**src/rtl/uart_rx_core.sv**
```systemverilog
// 8N1 UART receiver: two-flop synchroniser, mid-bit sampling FSM and a one-entry
// valid/ready holding register with framing-error and overrun pulses.
module uart_rx_core #(
    parameter int CLKS_PER_BIT = 434,
    parameter int HALF_BIT     = CLKS_PER_BIT / 2
) (
    input  logic       clk,
    input  logic       reset,
    input  logic       rx_in,
    output logic [7:0] rx_data,
    output logic       rx_data_valid,
    input  logic       rx_data_ready,
    output logic       frame_err,
    output logic       overrun
);

    typedef enum logic [2:0] {
        S_IDLE,
        S_START,
        S_DATA,
        S_STOP,
        S_BREAK
    } state_t;

    localparam logic [15:0] LP_HALF_LAST = 16'(HALF_BIT - 1);
    localparam logic [15:0] LP_BIT_LAST  = 16'(CLKS_PER_BIT - 1);

    state_t      r_state;
    logic        r_sync1;
    logic        r_sync2;
    logic [15:0] r_cnt;
    logic [2:0]  r_bit_idx;
    logic [7:0]  r_shreg;
    logic        r_deliver;
    logic [7:0]  r_data;
    logic        r_valid;
    logic        r_frame_err;
    logic        r_overrun;
    logic        w_rx_s;

    assign w_rx_s        = r_sync2;
    assign rx_data       = r_data;
    assign rx_data_valid = r_valid;
    assign frame_err     = r_frame_err;
    assign overrun       = r_overrun;

    // NOTE: all state updates use non-blocking assignments so every flop samples
    // pre-edge values, independent of statement order inside this block.
    always_ff @(posedge clk or posedge reset) begin
        if (reset) begin
            r_state     <= S_IDLE;
            r_sync1     <= 1'b1;
            r_sync2     <= 1'b1;
            r_cnt       <= 16'd0;
            r_bit_idx   <= 3'd0;
            r_shreg     <= 8'h00;
            r_deliver   <= 1'b0;
            r_data      <= 8'h00;
            r_valid     <= 1'b0;
            r_frame_err <= 1'b0;
            r_overrun   <= 1'b0;
        end else begin
            r_sync1     <= rx_in;
            r_sync2     <= r_sync1;
            r_frame_err <= 1'b0;
            r_overrun   <= 1'b0;
            r_deliver   <= 1'b0;

            case (r_state)
                S_IDLE: begin
                    r_cnt <= 16'd0;
                    if (!w_rx_s) r_state <= S_START;
                end
                S_START: begin
                    if (r_cnt == LP_HALF_LAST) begin
                        r_cnt     <= 16'd0;
                        r_bit_idx <= 3'd0;
                        // A line back high at mid-start is a glitch: drop it silently.
                        r_state   <= w_rx_s ? S_IDLE : S_DATA;
                    end else begin
                        r_cnt <= r_cnt + 16'd1;
                    end
                end
                S_DATA: begin
                    if (r_cnt == LP_BIT_LAST) begin
                        r_cnt     <= 16'd0;
                        r_shreg   <= {w_rx_s, r_shreg[7:1]};
                        r_bit_idx <= r_bit_idx + 3'd1;
                        if (r_bit_idx == 3'd7) r_state <= S_STOP;
                    end else begin
                        r_cnt <= r_cnt + 16'd1;
                    end
                end
                S_STOP: begin
                    if (r_cnt == LP_BIT_LAST) begin
                        r_cnt <= 16'd0;
                        if (w_rx_s) begin
                            r_deliver <= 1'b1;
                            r_state   <= S_IDLE;
                        end else begin
                            r_frame_err <= 1'b1;
                            r_state     <= S_BREAK;
                        end
                    end else begin
                        r_cnt <= r_cnt + 16'd1;
                    end
                end
                S_BREAK: begin
                    // Wait out a held-low line so it cannot look like a new start bit.
                    r_cnt <= 16'd0;
                    if (w_rx_s) r_state <= S_IDLE;
                end
                default: begin
                    r_cnt   <= 16'd0;
                    r_state <= S_IDLE;
                end
            endcase

            if (r_deliver) begin
                if (!r_valid || rx_data_ready) begin
                    r_data  <= r_shreg;
                    r_valid <= 1'b1;
                end else begin
                    r_overrun <= 1'b1;
                end
            end else if (r_valid && rx_data_ready) begin
                r_valid <= 1'b0;
            end
        end
    end

endmodule

```
**config.mk**
```make
export PLATFORM = sky130hd
export DESIGN_NAME = uart_rx_core
export DESIGN_NICKNAME = d
export VERILOG_FILES = /design/src/rtl/uart_rx_core.sv
export SDC_FILE = /design/constraint.sdc
export NUM_CORES = 1
export LEC_CHECK = 0
export BUFFER_PORTS_ARGS = -buffer_cell sky130_fd_sc_hd__clkbuf_2
export CAP_MARGIN = 20
export CORE_ASPECT_RATIO = 0.9
export CORE_MARGIN = 4
export CORE_UTILIZATION = 40
export CTS_BUF_LIST = sky130_fd_sc_hd__clkbuf_4 sky130_fd_sc_hd__clkbuf_8
export DETAILED_ROUTE_END_ITERATION = 10
export PLACE_DENSITY = 0.69
export RECOVER_POWER = 100
export SYNTH_ARGS = -nofsm -noshare
export SYNTH_HDL_FRONTEND = slang
export SYNTH_SLANG_ARGS = --single-unit
export TNS_END_PERCENT = 30
```
**constraint.sdc**
```tcl
create_clock -name clk -period 2.2 [get_ports clk]
set_input_delay 0.44 -clock clk [delete_from_list [all_inputs] [get_ports clk]]
set_output_delay 0.44 -clock clk [all_outputs]
set_load 0.02 [all_outputs]
```
Word-level counts from Yosys, hierarchy flattened --
Index checks and enable logic that the tools add are counted.
Word-level totals: register bits 44, bits in latches 0, bits in writable memories 0, bits in read-only memories 0, logic and storage cells 65, memories kept 0
Operators by class: $add $sub $neg 2, multipliers 0, div/mod/pow operators 0, magnitude comparators 0, equality and inequality tests 14, shifts and indexed selects 0, multiplexer cells 26, bitwise operators 0, reduce and logical (&&, ||, !) cells 12
Operators by type and width (count):
- $mux 16 | 2
- $pmux 16 s2 | 1
- $mux 3 | 9
- $add 16x1->16 const B | 1
- $eq 16x8->1 const B | 1
- $eq 16x9->1 const B | 1
- $pmux 3 s5 | 1
- $ne 2x2->1 const B | 6
- $mux 1 | 11
- $eq 3x2->1 const B | 2
- $eq 3x3->1 const B | 2
- $pmux 3 s2 | 1
- $reduce_and 2->1 | 3
- $reduce_and 6->1 | 1
- $reduce_bool 2->1 | 2
- $add 3x1->3 const B | 1
- $eq 3x1->1 const B | 1
- $logic_not 3->1 | 1
- $reduce_and 3->1 | 1
- $mux 2 | 1
- $ne 2x1->1 const B | 1
- $reduce_or 2->1 | 1
- $logic_and 1x1->1 | 1
- $logic_not 1->1 | 1
- $logic_or 1x1->1 | 1

Logic depth before layout (Yosys ltp) --
word-level depth 4, mapped depth 7, gate-level depth less buffers 6

Worst setup path before layout --
Ideal clock, no wire load.
path kind register to register, start point register r_cnt[0], end point register r_state[0], arrival 1562 ps, path slack 527 ps, stages on the path, launching flop included 7, path buffers 1, period minus slack after synthesis 1673 ps, path through dfrtp_1 > ha_1 > and4_1 > and4_1 > buf_6 > xnor2_1 > a2111oi_2
Between the ends: word-level cells in the longest chain between the ends 3, elaborated cells on any way between the ends 6
Ends and longest elaborated chain:
- start: declaration | RTL line 31 | logic [15:0] r_cnt;
- start signal: assignment | RTL line 81 | r_cnt <= r_cnt + 16'd1;
- start signal: assignment | RTL line 91 | r_cnt <= r_cnt + 16'd1;
- start signal: assignment | RTL line 105 | r_cnt <= r_cnt + 16'd1;
- $eq 16x9->1 / $eq 16x8->1 (equally long branches) | RTL line 85, 95, 75
- $ne 2x2->1 (no source line)
- $reduce_and 6->1 (no source line) *
- end signal: assignment | RTL line 79 | r_state <= w_rx_s ? S_IDLE : S_DATA;
- end: declaration | RTL line 28 | state_t r_state;
Mark *: on every way between the ends. The rest lies on a longest branch, timed or not. A chain may end at the register's enable or synchronous reset.

Final worst setup path --
start point register r_cnt[1], end point register r_shreg[1]
Between the ends: word-level cells in the longest chain between the ends 2
Ends and longest elaborated chain:
- $eq 16x9->1 | RTL line 85 | if (r_cnt == LP_BIT_LAST) begin
- $reduce_and 2->1 (no source line)
- end signal: assignment | RTL line 87 | r_shreg <= {w_rx_s, r_shreg[7:1]};
- end: declaration | RTL line 33 | logic [7:0] r_shreg;
Every way passes these cells.

==> results.yml <==
layout:
  layout_commonest_cell: "dfrtp_1"
  final_cell_mix: "42 x dfrtp_1, 26 x nor2_1, 15 x mux2_2"
  finalInstanceArea_um2: 2258
  drive_gt1_frac: 0.1777
  area_growth_pct: 11.08
  antenna_cells: 0
  final_nets: 205
cts:
  postCtsSetupBuffers: 0
  numCtsBuffers: 5
  cts-resized-gates: 0
  cts_hold_buf: 0
  clk_pin_slew_ns: 0.09
  cts_sinks: 44
  cts_tree: "done"
  clock_path_buffers: 2
  htreeDepth: 2
  clkLatencyLatePin_ns: 0.30
  cts_root_buf: "clkbuf_8"
global_routing:
  grt_pass1_wl_um: 5858
  grt_pass1_vias: 1225
  track_usage: 0.1189
  grt_remaining_overflow: 0
  grt_max_degree: 45
  antenna_found_initial: 0
synthesis:
  syn_nets: 186
  syn_inst: 177
  yosys.area.top_type: "dfrtp_1"
  yosysUniqueCellTypes: 35
  seq_area_frac_synth: 0.5428
  synth_edf_count: 0
  synth_area_leaders: "dfrtp_1 52%, mux2_2 8.3%, xnor2_1 5.6%, nor2_1 4.8%, ha_1 3.1%"
  ys_warn_count: 0
  ys_async_sr_fraction: 1.000
  synth_flop_cell: "dfrtp_1"
  syn_area_per_cell_um2: 11.49
  ys_ff_latch: 44
  syn_area_um2: 2033
  yosysTopAreaCellShare: 0.5169
routing:
  vias: 1285
  first_iter_violations: 61
  ant_nets: 0
  routed_wl_um: 3354
  route.detailed.drc: 0
  drtPass1Iterations: 5
  via_per_inst: 4.905
  drt-wirelength-per-cell_um: 12.80
floorplan:
  dieArea_um2: 6289
  rows: 24
  core_um2: 4895
  die_height_um: 75.64
  io_pins: 15
  start_util: 0.4154
  die_x_um: 83.15
critical_path:
  cpLargestDelayFamily: "simple AND/OR/NAND/NOR gates"
  crit_path_end_kind: "flip-flop"
  crit_type: "flip-flop to flip-flop"
  cp.required_ns: 2.38
  slowest_stage: "dfrtp_1"
  critical_path.max_fanout: 8
  max_stage_delay_ns: 0.41
  crit_buf_inv: 1
  start_kind: "flip-flop"
  path_cells: "inv_1, ha_1, and4_1, nand4_1, nor2_4, mux2_2"
  regToRegSetupSlack_ns: 0.28
  arrival_ns: 2.10
power_and_ir_drop:
  peakVddDrop_uv: 428.9
  powerDensity_nw_per_um2: 654.8
  total_leakage_power_nw: 1.026
placed_design:
  globalplace.congestion: 0.7089
  dp_hpwl_um: 2299
  dpl-instance-area_um2: 2168
  io_buffers: 14
timing:
  worst_clock_skew_ns: 0.008744
  setup_viol: 0
  period_needed_ns: 1.918
  rsz0062_at_grt: "no"
  whs_ns: 0.2205
  timing.final.crit_share: 0.8717
  tightest_slew_ns: 1.054
  slew_headroom: 0.2974
  final-max-slew-violation-count: 0
  setup_tns_ns: 0
  final-hold-violation-count: 0
  fmax_ghz: 0.5214
job:
  cap_violations: 0
worst_hold_path:
  hp-class: "primary input to flip-flop"
status:
  status: "completed"
==> state kept, by name (all words and copies together) (netlist names) <==
| signal | count |
|---|---|
| rx_data_valid | 1 |
| r_shreg | 8 |
| r_sync2 | 1 |
| overrun | 1 |
| r_state | 3 |
| r_bit_idx | 3 |
| frame_err | 1 |
| r_sync1 | 1 |
| r_cnt | 16 |
| rx_data | 8 |
| r_deliver | 1 |
==> through the flow <==
| stage | util | power (W) | instances | setup slack, ns |
|---|---|---|---|---|
| 2_1_floorplan | - | 0.0008417 | 177 | 0.5271 |
| 3_5_place_dp | 0.4430 | 0.0008509 | 254 | 0.3701 |
| 3_3_place_gp | 0.4430 | 0.0008511 | 254 | 0.3932 |
| 5_1_grt | 0.4614 | 0.001528 | 262 | 0.1279 |
| 6_report | 0.4614 | 0.001479 | 262 | 0.2823 |
| 4_1_cts | 0.4678 | 0.001499 | 262 | 0.3539 |
==> cell usage after synthesis, types with 3 or more instances <==
cell type / n
dfrtp_1: 42
nor2_1: 26
mux2_2: 15
xnor2_1: 13
nand2_1: 10
inv_1: 8
nand3_1: 6
a21oi_1: 5
ha_1: 5
nand4_1: 4
nor3_1: 4
nor4_1: 4
nand2b_1: 3
o21ai_0: 3
==> power by group <==
group          switching [W]  internal, W
clock               0.000275     0.000371
sequential        0.00000176     0.000811
combinational      0.0000163   0.00000323
total               0.000293      0.00119
==> metal layers <==
layer | track usage | vias up | part of all wire
met3 | 0.02919 | 5 | 0.029
met5 | 0 | - | 0
met1 | 0.1695 | 612 | 0.52
met4 | 0.05445 | 0 | 0.017
met2 | 0.1726 | 17 | 0.44
li1 | - | 651 | -
==> cell families (layout without fill, tap and decap cells) <==
family,after synthesis,count (layout),share of synthesized area
compound gates,14,14,0.05046
xor+xnor,15,15,0.06462
fa+ha+maj,5,5,0.03077
buf+inv,12,32,0.03015
flops,44,44,0.5428
mux,15,15,0.08308
simple gates,72,72,0.1982
==> final timing paths <==
| path | start | to | cells past startpoint |
|---|---|---|---|
| max | r_cnt[1]$_DFF_PP0_ | r_shreg[1]$_DFFE_PP0P_ | 6 |
| max reg2reg | r_cnt[1]$_DFF_PP0_ | r_shreg[1]$_DFFE_PP0P_ | 6 |
| max in group asynchronous | reset | r_state[1]$_DFFE_PP0P_ | 3 |
| min | rx_in | r_sync1$_DFF_PP1_ | 1 |
| min in group asynchronous | reset | r_cnt[5]$_DFF_PP0_ | 3 |
| min reg2reg | r_sync1$_DFF_PP1_ | r_sync2$_DFF_PP1_ | 0 |
==> cell type report <==
cell class,instances,area [um2]
clock buffer,6,82.58
clock inverter,2,38.79
fill,457,2636
inverter,8,30.03
multi-input combinational,121,855.8
sequential,44,1104
tap,65,81.33
timing repair buffer,16,66.31
No activity file was read; power rests on OpenSTA's default activity.
